File: src/rtl/alb_scoreboard.sv
// alb_scoreboard: clocked checker for ALB results.
//   Reference results are buffered in a DEPTH-entry FIFO. Each valid DUT result
//   is compared against the oldest buffered entry, with per-flag masking.
//   Saturating pass/error counters, first-mismatch capture, halt-on-error and
//   an overflow-corrected value output are provided.
// Ports:
//   clk, reset (async, active-low), start, flush, halt_on_err, cmp_mask{co,vo,no,zo}
//   ref_valid/ref_f/ref_co/ref_vo/ref_no/ref_zo, ref_ready
//   alb_valid/alb_f/alb_co/alb_vo/alb_no/alb_zo
//   pass_cnt, err_cnt, err_pulse, underflow, cap_valid, cap_alb, cap_ref,
//   corr_valid, corrected, state (00 IDLE, 01 RUN, 10 HALT)
// Optional: define ALB_SB_TRACE_EN for a simulation-only trace of every compare.
module alb_scoreboard #(
  parameter int DATA_WIDTH = 8,
  parameter int DEPTH      = 4,
  parameter int CNT_WIDTH  = 16
) (
  input  logic                    clk,
  input  logic                    reset,
  input  logic                    start,
  input  logic                    flush,
  input  logic                    halt_on_err,
  input  logic [3:0]              cmp_mask,
  input  logic                    ref_valid,
  input  logic [DATA_WIDTH-1:0]   ref_f,
  input  logic                    ref_co,
  input  logic                    ref_vo,
  input  logic                    ref_no,
  input  logic                    ref_zo,
  output logic                    ref_ready,
  input  logic                    alb_valid,
  input  logic [DATA_WIDTH-1:0]   alb_f,
  input  logic                    alb_co,
  input  logic                    alb_vo,
  input  logic                    alb_no,
  input  logic                    alb_zo,
  output logic [CNT_WIDTH-1:0]    pass_cnt,
  output logic [CNT_WIDTH-1:0]    err_cnt,
  output logic                    err_pulse,
  output logic                    underflow,
  output logic                    cap_valid,
  output logic [DATA_WIDTH+3:0]   cap_alb,
  output logic [DATA_WIDTH+3:0]   cap_ref,
  output logic                    corr_valid,
  output logic [DATA_WIDTH:0]     corrected,
  output logic [1:0]              state
);

  localparam int AW = $clog2(DEPTH);
  localparam int PW = AW + 1;
  localparam int EW = DATA_WIDTH + 4;

  typedef enum logic [1:0] {IDLE = 2'b00, RUN = 2'b01, HALT = 2'b10} state_t;

  state_t                 state_q, state_d;
  logic [EW-1:0]          mem_q [DEPTH];
  logic [EW-1:0]          mem_d [DEPTH];
  logic [PW-1:0]          wr_q, wr_d, rd_q, rd_d;
  logic [CNT_WIDTH-1:0]   pass_cnt_q, pass_cnt_d, err_cnt_q, err_cnt_d;
  logic                   err_pulse_q, err_pulse_d;
  logic                   underflow_q, underflow_d;
  logic                   cap_valid_q, cap_valid_d;
  logic [EW-1:0]          cap_alb_q, cap_alb_d, cap_ref_q, cap_ref_d;
  logic                   corr_valid_q, corr_valid_d;
  logic [DATA_WIDTH:0]    corrected_q, corrected_d;

  logic          run, full, empty, push, do_cmp, mismatch;
  logic [EW-1:0] head, alb_ent, ref_ent;

  assign run     = (state_q == RUN);
  // Extra pointer MSB distinguishes full from empty when the index bits match.
  assign empty   = (wr_q == rd_q);
  assign full    = (wr_q[AW] != rd_q[AW]) && (wr_q[AW-1:0] == rd_q[AW-1:0]);
  assign head    = mem_q[rd_q[AW-1:0]];
  assign alb_ent = {alb_f, alb_co, alb_vo, alb_no, alb_zo};
  assign ref_ent = {ref_f, ref_co, ref_vo, ref_no, ref_zo};

  assign push   = run && ref_valid && !full && !flush;
  assign do_cmp = run && alb_valid && !empty && !flush;

  // Case inequality so that X/Z on a compared bit counts as a mismatch in simulation.
  assign mismatch = (alb_f !== head[EW-1:4])
                 || (cmp_mask[3] && (alb_co !== head[3]))
                 || (cmp_mask[2] && (alb_vo !== head[2]))
                 || (cmp_mask[1] && (alb_no !== head[1]))
                 || (cmp_mask[0] && (alb_zo !== head[0]));

  always_comb begin
    state_d      = state_q;
    mem_d        = mem_q;
    wr_d         = wr_q;
    rd_d         = rd_q;
    pass_cnt_d   = pass_cnt_q;
    err_cnt_d    = err_cnt_q;
    err_pulse_d  = 1'b0;
    underflow_d  = underflow_q;
    cap_valid_d  = cap_valid_q;
    cap_alb_d    = cap_alb_q;
    cap_ref_d    = cap_ref_q;
    corr_valid_d = 1'b0;
    corrected_d  = corrected_q;

    if (flush) begin
      state_d     = IDLE;
      wr_d        = '0;
      rd_d        = '0;
      pass_cnt_d  = '0;
      err_cnt_d   = '0;
      underflow_d = 1'b0;
      cap_valid_d = 1'b0;
      cap_alb_d   = '0;
      cap_ref_d   = '0;
    end else begin
      case (state_q)
        IDLE: if (start) state_d = RUN;
        RUN: begin
          if (push) begin
            mem_d[wr_q[AW-1:0]] = ref_ent;
            wr_d = wr_q + PW'(1);
          end
          if (do_cmp) begin
            rd_d = rd_q + PW'(1);
            if (mismatch) begin
              if (err_cnt_q != '1) err_cnt_d = err_cnt_q + CNT_WIDTH'(1);
              err_pulse_d = 1'b1;
              if (!cap_valid_q) begin
                cap_valid_d = 1'b1;
                cap_alb_d   = alb_ent;
                cap_ref_d   = head;
              end
              if (halt_on_err) state_d = HALT;
            end else if (pass_cnt_q != '1) begin
              pass_cnt_d = pass_cnt_q + CNT_WIDTH'(1);
            end
            if (alb_vo) begin
              corr_valid_d = 1'b1;
              corrected_d  = {alb_co, alb_f};
            end
          end else if (alb_valid && empty) begin
            underflow_d = 1'b1;
          end
        end
        default: ;
      endcase
    end
  end

  always_ff @(posedge clk or negedge reset) begin
    if (!reset) begin
      state_q      <= IDLE;
      mem_q        <= '{default: '0};
      wr_q         <= '0;
      rd_q         <= '0;
      pass_cnt_q   <= '0;
      err_cnt_q    <= '0;
      err_pulse_q  <= 1'b0;
      underflow_q  <= 1'b0;
      cap_valid_q  <= 1'b0;
      cap_alb_q    <= '0;
      cap_ref_q    <= '0;
      corr_valid_q <= 1'b0;
      corrected_q  <= '0;
    end else begin
      state_q      <= state_d;
      mem_q        <= mem_d;
      wr_q         <= wr_d;
      rd_q         <= rd_d;
      pass_cnt_q   <= pass_cnt_d;
      err_cnt_q    <= err_cnt_d;
      err_pulse_q  <= err_pulse_d;
      underflow_q  <= underflow_d;
      cap_valid_q  <= cap_valid_d;
      cap_alb_q    <= cap_alb_d;
      cap_ref_q    <= cap_ref_d;
      corr_valid_q <= corr_valid_d;
      corrected_q  <= corrected_d;
    end
  end

  assign ref_ready  = run && !full;
  assign pass_cnt   = pass_cnt_q;
  assign err_cnt    = err_cnt_q;
  assign err_pulse  = err_pulse_q;
  assign underflow  = underflow_q;
  assign cap_valid  = cap_valid_q;
  assign cap_alb    = cap_alb_q;
  assign cap_ref    = cap_ref_q;
  assign corr_valid = corr_valid_q;
  assign corrected  = corrected_q;
  assign state      = state_q;

`ifdef ALB_SB_TRACE_EN
  always_ff @(posedge clk) begin
    if (reset && do_cmp) begin
      $display("ALB: f=%b(%0d) co=%b vo=%b no=%b zo=%b",
               alb_f, $signed(alb_f), alb_co, alb_vo, alb_no, alb_zo);
      if (mismatch) begin
        $display("ERROR @ %0t", $time);
        $display("REF: f=%b(%0d) co=%b vo=%b no=%b zo=%b",
                 head[EW-1:4], $signed(head[EW-1:4]), head[3], head[2], head[1], head[0]);
      end
      if (alb_vo)
        $display("corrected value: f=%b(%0d)", {alb_co, alb_f}, $signed({alb_co, alb_f}));
    end
  end
`else
  // Trace disabled: no simulation-only code is compiled.
`endif

endmodule

File: config.mk
export PLATFORM = sky130hd
export DESIGN_NAME = alb_scoreboard
export DESIGN_NICKNAME = d
export VERILOG_FILES = /design/src/rtl/alb_scoreboard.sv
export SDC_FILE = /design/constraint.sdc
export NUM_CORES = 1
export LEC_CHECK = 0
export ABC_AREA = 1
export BUFFER_PORTS_ARGS = -buffer_cell sky130_fd_sc_hd__buf_2
export CORE_UTILIZATION = 61
export CTS_BUF_LIST = sky130_fd_sc_hd__clkbuf_4 sky130_fd_sc_hd__clkbuf_8 sky130_fd_sc_hd__clkbuf_16
export CTS_CLUSTER_DIAMETER = 80
export CTS_CLUSTER_SIZE = 8
export DETAILED_ROUTE_END_ITERATION = 10
export GPL_TIMING_DRIVEN = 0
export PLACE_DENSITY_LB_ADDON = 0.05
export SYNTH_ARGS = -nofsm -noshare
export SYNTH_HDL_FRONTEND = slang
export SYNTH_SLANG_ARGS = --single-unit
File: constraint.sdc
create_clock -name clk -period 3.8 [get_ports clk]
set_input_delay 0.19 -clock clk [delete_from_list [all_inputs] [get_ports clk]]
set_output_delay 0.19 -clock clk [all_outputs]
set_load 0.005 [all_outputs]
=== Word level (Yosys, flattened, before mapping) ===
Cells that the tools add are included.

* Order comparisons: 3
* Eq/ne operators: 18
* Reduce and logical (&&, ||, !) cells: 40
* Add/subtract/negate cells: 4
* Bitwise operators: 3
* Mux-type cells: 54

{| class="wikitable"
|+ Operators by type and width
! operator !! number
|-
| $mux W16 || 10
|-
| $mux W12 || 13
|-
| $bwmux W48 || 1
|-
| $add A16 B1 Y16 const B || 2
|-
| $ne A16 B16 Y1 const B || 2
|-
| $bmux W12 S2 || 1
|-
| $demux W12 S2 || 1
|-
| $mux W3 || 6
|-
| $mux W1 || 16
|-
| $reduce_and A4 Y1 || 4
|-
| $logic_and A1 B1 Y1 || 14
|-
| $reduce_bool A2 Y1 || 7
|-
| $mux W2 || 5
|-
| $reduce_and A3 Y1 || 3
|-
| $nex A8 B8 Y1 || 1
|-
| $add A3 B1 Y3 const B || 2
|-
| $ge A3 B3 Y1 const B || 2
|-
| $ne A2 B2 Y1 const B || 3
|-
| $ne A3 B2 Y1 const B || 2
|-
| $ne A3 B3 Y1 const B || 2
|-
| $not A2 Y3 || 2
|-
| $reduce_and A5 Y1 || 1
|-
| $logic_or A1 B1 Y1 || 4
|-
| $nex A1 B1 Y1 || 4
|-
| 11 further kinds || 14
|}

* Output and inout port bits: 72
* Input port bits: 35
* Register bits: 125

=== Longest topological paths before layout ===
* Depth in word-level cells: 14
* Mapped depth: 16
* Mapped depth without buffers: 14

=== Worst setup path after synthesis ===
No wires, ideal clock.

* Kind: flip-flop to flip-flop
* Start: register pass_cnt_q[0] (netlist: pass_cnt[0])
* End: register pass_cnt_q[13] (netlist: pass_cnt[13])
* Data required time: 3.683 ns
* Arrival: 1.806 ns
* Library setup time: 0.117 ns
* Cell stages (with the launch flop): 16
* Path buffers: 1
* Slack: 1.877 ns
* Cell sequence: dfrtp_1 > ha_1 > nand2_1 > inv_1 > nand2_1 > nor2_2 > nand3_1 > nor2_2 > nand4_1 > nand2_1 > inv_1 > nand3_4 > nand2_1 > buf_4 > nand2_1 > nand2_1

* Word-level cells in the longest chain between the ends: 6

{| class="wikitable"
|+ Ends and longest elaborated chain
! element !! line !! RTL
|-
| from (decl) || 59 || <nowiki>logic [CNT_WIDTH-1:0] pass_cnt_q, pass_cnt_d, err_cnt_q, err_cnt_d;</nowiki>
|-
| from (signal assigned) || 168 || <nowiki>pass_cnt_q <= pass_cnt_d;</nowiki>
|-
| $add A16 B1 Y16 || 133 || <nowiki>pass_cnt_d = pass_cnt_q + CNT_WIDTH'(1);</nowiki>
|-
| $mux W16 || 132 || <nowiki>end else if (pass_cnt_q != '1) begin</nowiki>
|-
| $mux W16 || 123 || <nowiki>if (mismatch) begin</nowiki>
|-
| $mux W16 || 121 || <nowiki>if (do_cmp) begin</nowiki>
|-
| $mux W16 || 114 || <nowiki>case (state_q)</nowiki>
|-
| $mux W16 || 103 || <nowiki>if (flush) begin</nowiki>
|}

Parallel ways exist; a longest one is shown, timed or not. The select of a mux whose other input is x is not followed.
A chain may end at the register's enable or synchronous reset.

=== Worst setup path in the final report ===
* Start: register err_cnt_q[0] (netlist: err_cnt[0])
* End: register err_cnt_q[5] (netlist: err_cnt[5])

* Word-level cells in the longest chain between the ends: 6

{| class="wikitable"
|+ Ends and longest elaborated chain
! element !! line !! RTL
|-
| from (decl) || 59 ||
|-
| from (signal assigned) || 169 || <nowiki>err_cnt_q <= err_cnt_d;</nowiki>
|-
| $add A16 B1 Y16 || 124 || <nowiki>if (err_cnt_q != '1) err_cnt_d = err_cnt_q + CNT_WIDTH'(1);</nowiki>
|-
| $mux W16 || 124 ||
|-
| $mux W16 || 123 ||
|-
| $mux W16 || 121 ||
|-
| $mux W16 || 114 ||
|-
| $mux W16 || 103 ||
|}

Parallel ways exist; a longest one is shown, timed or not. The select of a mux whose other input is x is not followed.

==> summary.md <==
| Metric | Value |
|---|---|
| Setup repair after global routing missed its margin | `false` |
| Final Hold Viols | `0` |
| Ys async rst share | `1.00` |
| Master cell of the clock root buffer | `sky130_fd_sc_hd__clkbuf_8` |
| Class of the tightest hold or removal check | `in2reg` |
| Crit Reg-Reg Endpoint | `err_cnt[5]` |
| Detailed-placement wirelength estimate | `12.4 mm` |
| Avg Vias per Cell | `5.61` |
| Height of the die | `107 um` |
| Ant diodes | `0` |
| Worst setup slack after placement | `1450 ps` |
| Crit path required time | `4220 ps` |
| Synth unique cells | `33` |
| Share of the synthesized area in the top cell type | `0.469` |
| Fin crit period | `2430 ps` |
| Cell type contributing the most total cell area after synthesis | `sky130_fd_sc_hd__dfrtp_1` |
| CP endpoint | `err_cnt[5]` |
| Placeable core region | `10500 um2` |
| Largest fanout on the critical path | `10` |
| First element of the critical path | `err_cnt[0]` |
| Maximum root-to-sink buffer count | `2` |
| Count of final max-slew check failures | `0` |
| Number of vias after detailed routing | `6616` |
| RePlAce Congestion | `0.880` |
| Synthesized Nets | `about 930` |
| Violation count after the first detailed-route iteration | `620` |
| Antenna violations before repair | `0` |
| Clock tree from TritonCTS | `yes` |
| Slew at the pin closest to its max-slew limit | `~580 ps` |
| Synthesized netlist cell count | `around 890` |
| TritonCTS Buffers | `17` |
| Largest vdd supply drop | `roughly 0.40 mV` |
| Number of global-route vias before repair | `6090` |
| Detail-routed net length per standard cell | `between 15 and 20 um` |
| Final-layout setup total negative slack | `0 ps` |
| Clk sink count | `125` |
| Setup-failing EPs final | `0` |
| Data arrival time at the worst-slack endpoint | `between 2000 and 3000 ps` |
| Top post-synthesis cells by count | `345 x sky130_fd_sc_hd__nand2_1, 125 x sky130_fd_sc_hd__dfrtp_1, 76 x sky130_fd_sc_hd__nand3_1, 72 x sky130_fd_sc_hd__o21ai_0, 68 x sky130_fd_sc_hd__nor2_1` |
| Initial Util | `0.638` |
| Instance area after placement | `7400 um2` |
| Ys flop type | `sky130_fd_sc_hd__dfrtp_1` |
| H-tree depth reported by CTS | `4` |
| Global routing usage summed across all routing layers | `0.336` |
| Worst setup EP type | `flip-flop` |
| WL final | `18.0 mm` |
| Sort of element at the start of the critical path | `flip-flop` |
| Worst slew margin relative to its limit | `0.612` |
| Share of layout cells above drive strength 1 | `0.170` |
| Total non-filler cell area in the finished layout | `8150 um2` |
| Initial DRT Pass Iterations | `5` |
| Worst path setup slack after routing | `1370 ps` |
| Synth Cell Area | `6670 um2` |
| Number of nets with antenna violations after detailed routing | `0` |
| FF+latch count, synth | `125` |
| Average size of a mapped cell | `7.49 um2` |
| Power density over the cells | `approximately 540 nW/um2` |
| Leading post-synthesis cells by cell area | `sky130_fd_sc_hd__dfrtp_1 47%, sky130_fd_sc_hd__nand2_1 19%, sky130_fd_sc_hd__nand3_1 5.7%` |
| Std cell rows | `37` |
| Number of enable flip-flop cells after synthesis | `0` |
| Die Outline Area | `11400 um2` |
| Outcome | `completed` |
| Pleak | `4.44 nW` |
| Number of buffers inserted by port buffering | `around 110` |
| Post-detailed-route DRC marker count | `0` |
| Reg-to-reg startpoint | `err_cnt[0]` |
| Width of the die | `between 100 and 150 um` |
| Final nets | `1073` |
| Clock latency at the later pin of the worst-skew pair | `530 ps` |
| Highest achievable clock rate | `412 MHz` |
| Global route total overflow | `0` |
| I/O pin count | `107` |
| Max Cap Viol | `0` |
| Cell with the most instances after synthesis | `sky130_fd_sc_hd__nand2_1` |
| Sequential cell area fraction in the yosys report | `0.469` |
| Classification of the worst setup path | `reg2reg` |
| Crit share post-route | `0.639` |
| Clock transition at the registers of the reported paths | `~60 ps` |
| Maximum number of pins on one net before global-route repair | `between 70 and 80` |
| First-pass GRT wire length | `29.5 mm` |
| Area delta synth->final | `22.1%` |
| R2r setup slk | `1370 ps` |
| Path depth of the worst reg2reg path | `9` |
| Post-route core utilization | `0.779` |
| Syn. warnings | `0` |
| Worst setup skew after layout | `between 10 and 15 ps` |
## worst max-delay path: stages (launching register included)
cell                       delay [ps]
sky130_fd_sc_hd__dfrtp_1          420
sky130_fd_sc_hd__ha_1             210
sky130_fd_sc_hd__nand3_1          170
sky130_fd_sc_hd__nor3_1           360
sky130_fd_sc_hd__nand3_1          180
sky130_fd_sc_hd__inv_1            150
sky130_fd_sc_hd__nand4_2          260
sky130_fd_sc_hd__clkbuf_1         320
sky130_fd_sc_hd__nand4_1          180
sky130_fd_sc_hd__nand2_1           70
## worst min-delay path by stage
stage,start,end,slack [ps],depth (start not counted)
after CTS,alb_f[1],corrected[1],2,3
after global routing,alb_f[0],corrected[0],10,3
after global placement,cap_alb[10],cap_alb[10],450,2
final,alb_f[3],corrected[3],4,3
after floorplan,reset,cap_alb[0],-110,0
after detailed placement,reset,err_cnt[7],170,1
## sequential cells by signal, indices dropped and copies added (netlist names), 2 cells and up
register / cells
cap_alb: 12
cap_ref: 12
pass_cnt: 16
err_cnt: 16
wr_q: 3
rd_q: 3
state: 2
corrected: 9
mem_q: 48
## report_power, final
group | internal (mW) | switching (mW) | leakage (nW) | total [mW]
registers | 1.60 | 0.160 | 1.69 | 1.76
clock network | 1.04 | 0.598 | 0.291 | 1.64
logic | 0.376 | 0.631 | 2.46 | 1.01
total | 3.02 | 1.39 | 4.44 | 4.41
## cell families after synthesis
group                    count (synthesis)  synth area share
buffers and inverters                  101            0.0735
AO/OA/AOI/OAI                           90            0.0694
XOR/XNOR                                12            0.0157
adder cells (fa/ha/maj)                  7            0.0131
flip-flops                             125             0.469
AND/OR/NAND/NOR                        556             0.360
## per-stage QoR
| step | hold WS [ps] | instances | power, mW |
|---|---|---|---|
| after floorplan | -106 | 891 | 2.36 |
| after global placement | 449 | 1132 | 2.70 |
| after detailed placement | 169 | 1133 | 2.74 |
| after CTS | 1.69 | 1180 | 4.39 |
| after global routing | 14.3 | 1180 | 4.64 |
| final | 3.76 | 1180 | 4.41 |
## final cells by class
type	instances	area, um2
Inverter	54	213
Sequential cell	125	3130
Fill cell	777	2310
Tap cell	136	170
Clock buffer	21	457
Buffer	47	278
Clock inverter	11	141
Multi-Input combinational cell	665	3060
Timing Repair Buffer	121	709
## layout by cell type (no fill, tap or decap), drive strengths merged, types with 8 or more instances in the layout
master,instances
clkbuf,45
nor3,8
nor2,73
nand3,80
o21ai,72
a21oi,11
buf,129
nand2,346
dlygate4sd3,15
inv,54
dfrtp,125
nand4,43
## per-layer routing
layer,vias to the layer above,track usage,wire length [um]
li1,3177,-,-
met1,3094,0.452,7690
met2,305,0.544,8660
met3,40,0.0699,1320
met4,0,0.113,324
met5,-,0,0
## repair_timing
action	4_1_cts	5_1_grt
endpoints found under the hold margin	100	0
hold buffers	15	0
buffers inserted	0	0
gates resized for setup	0	0
No activity file was read; power rests on OpenSTA's default activity.
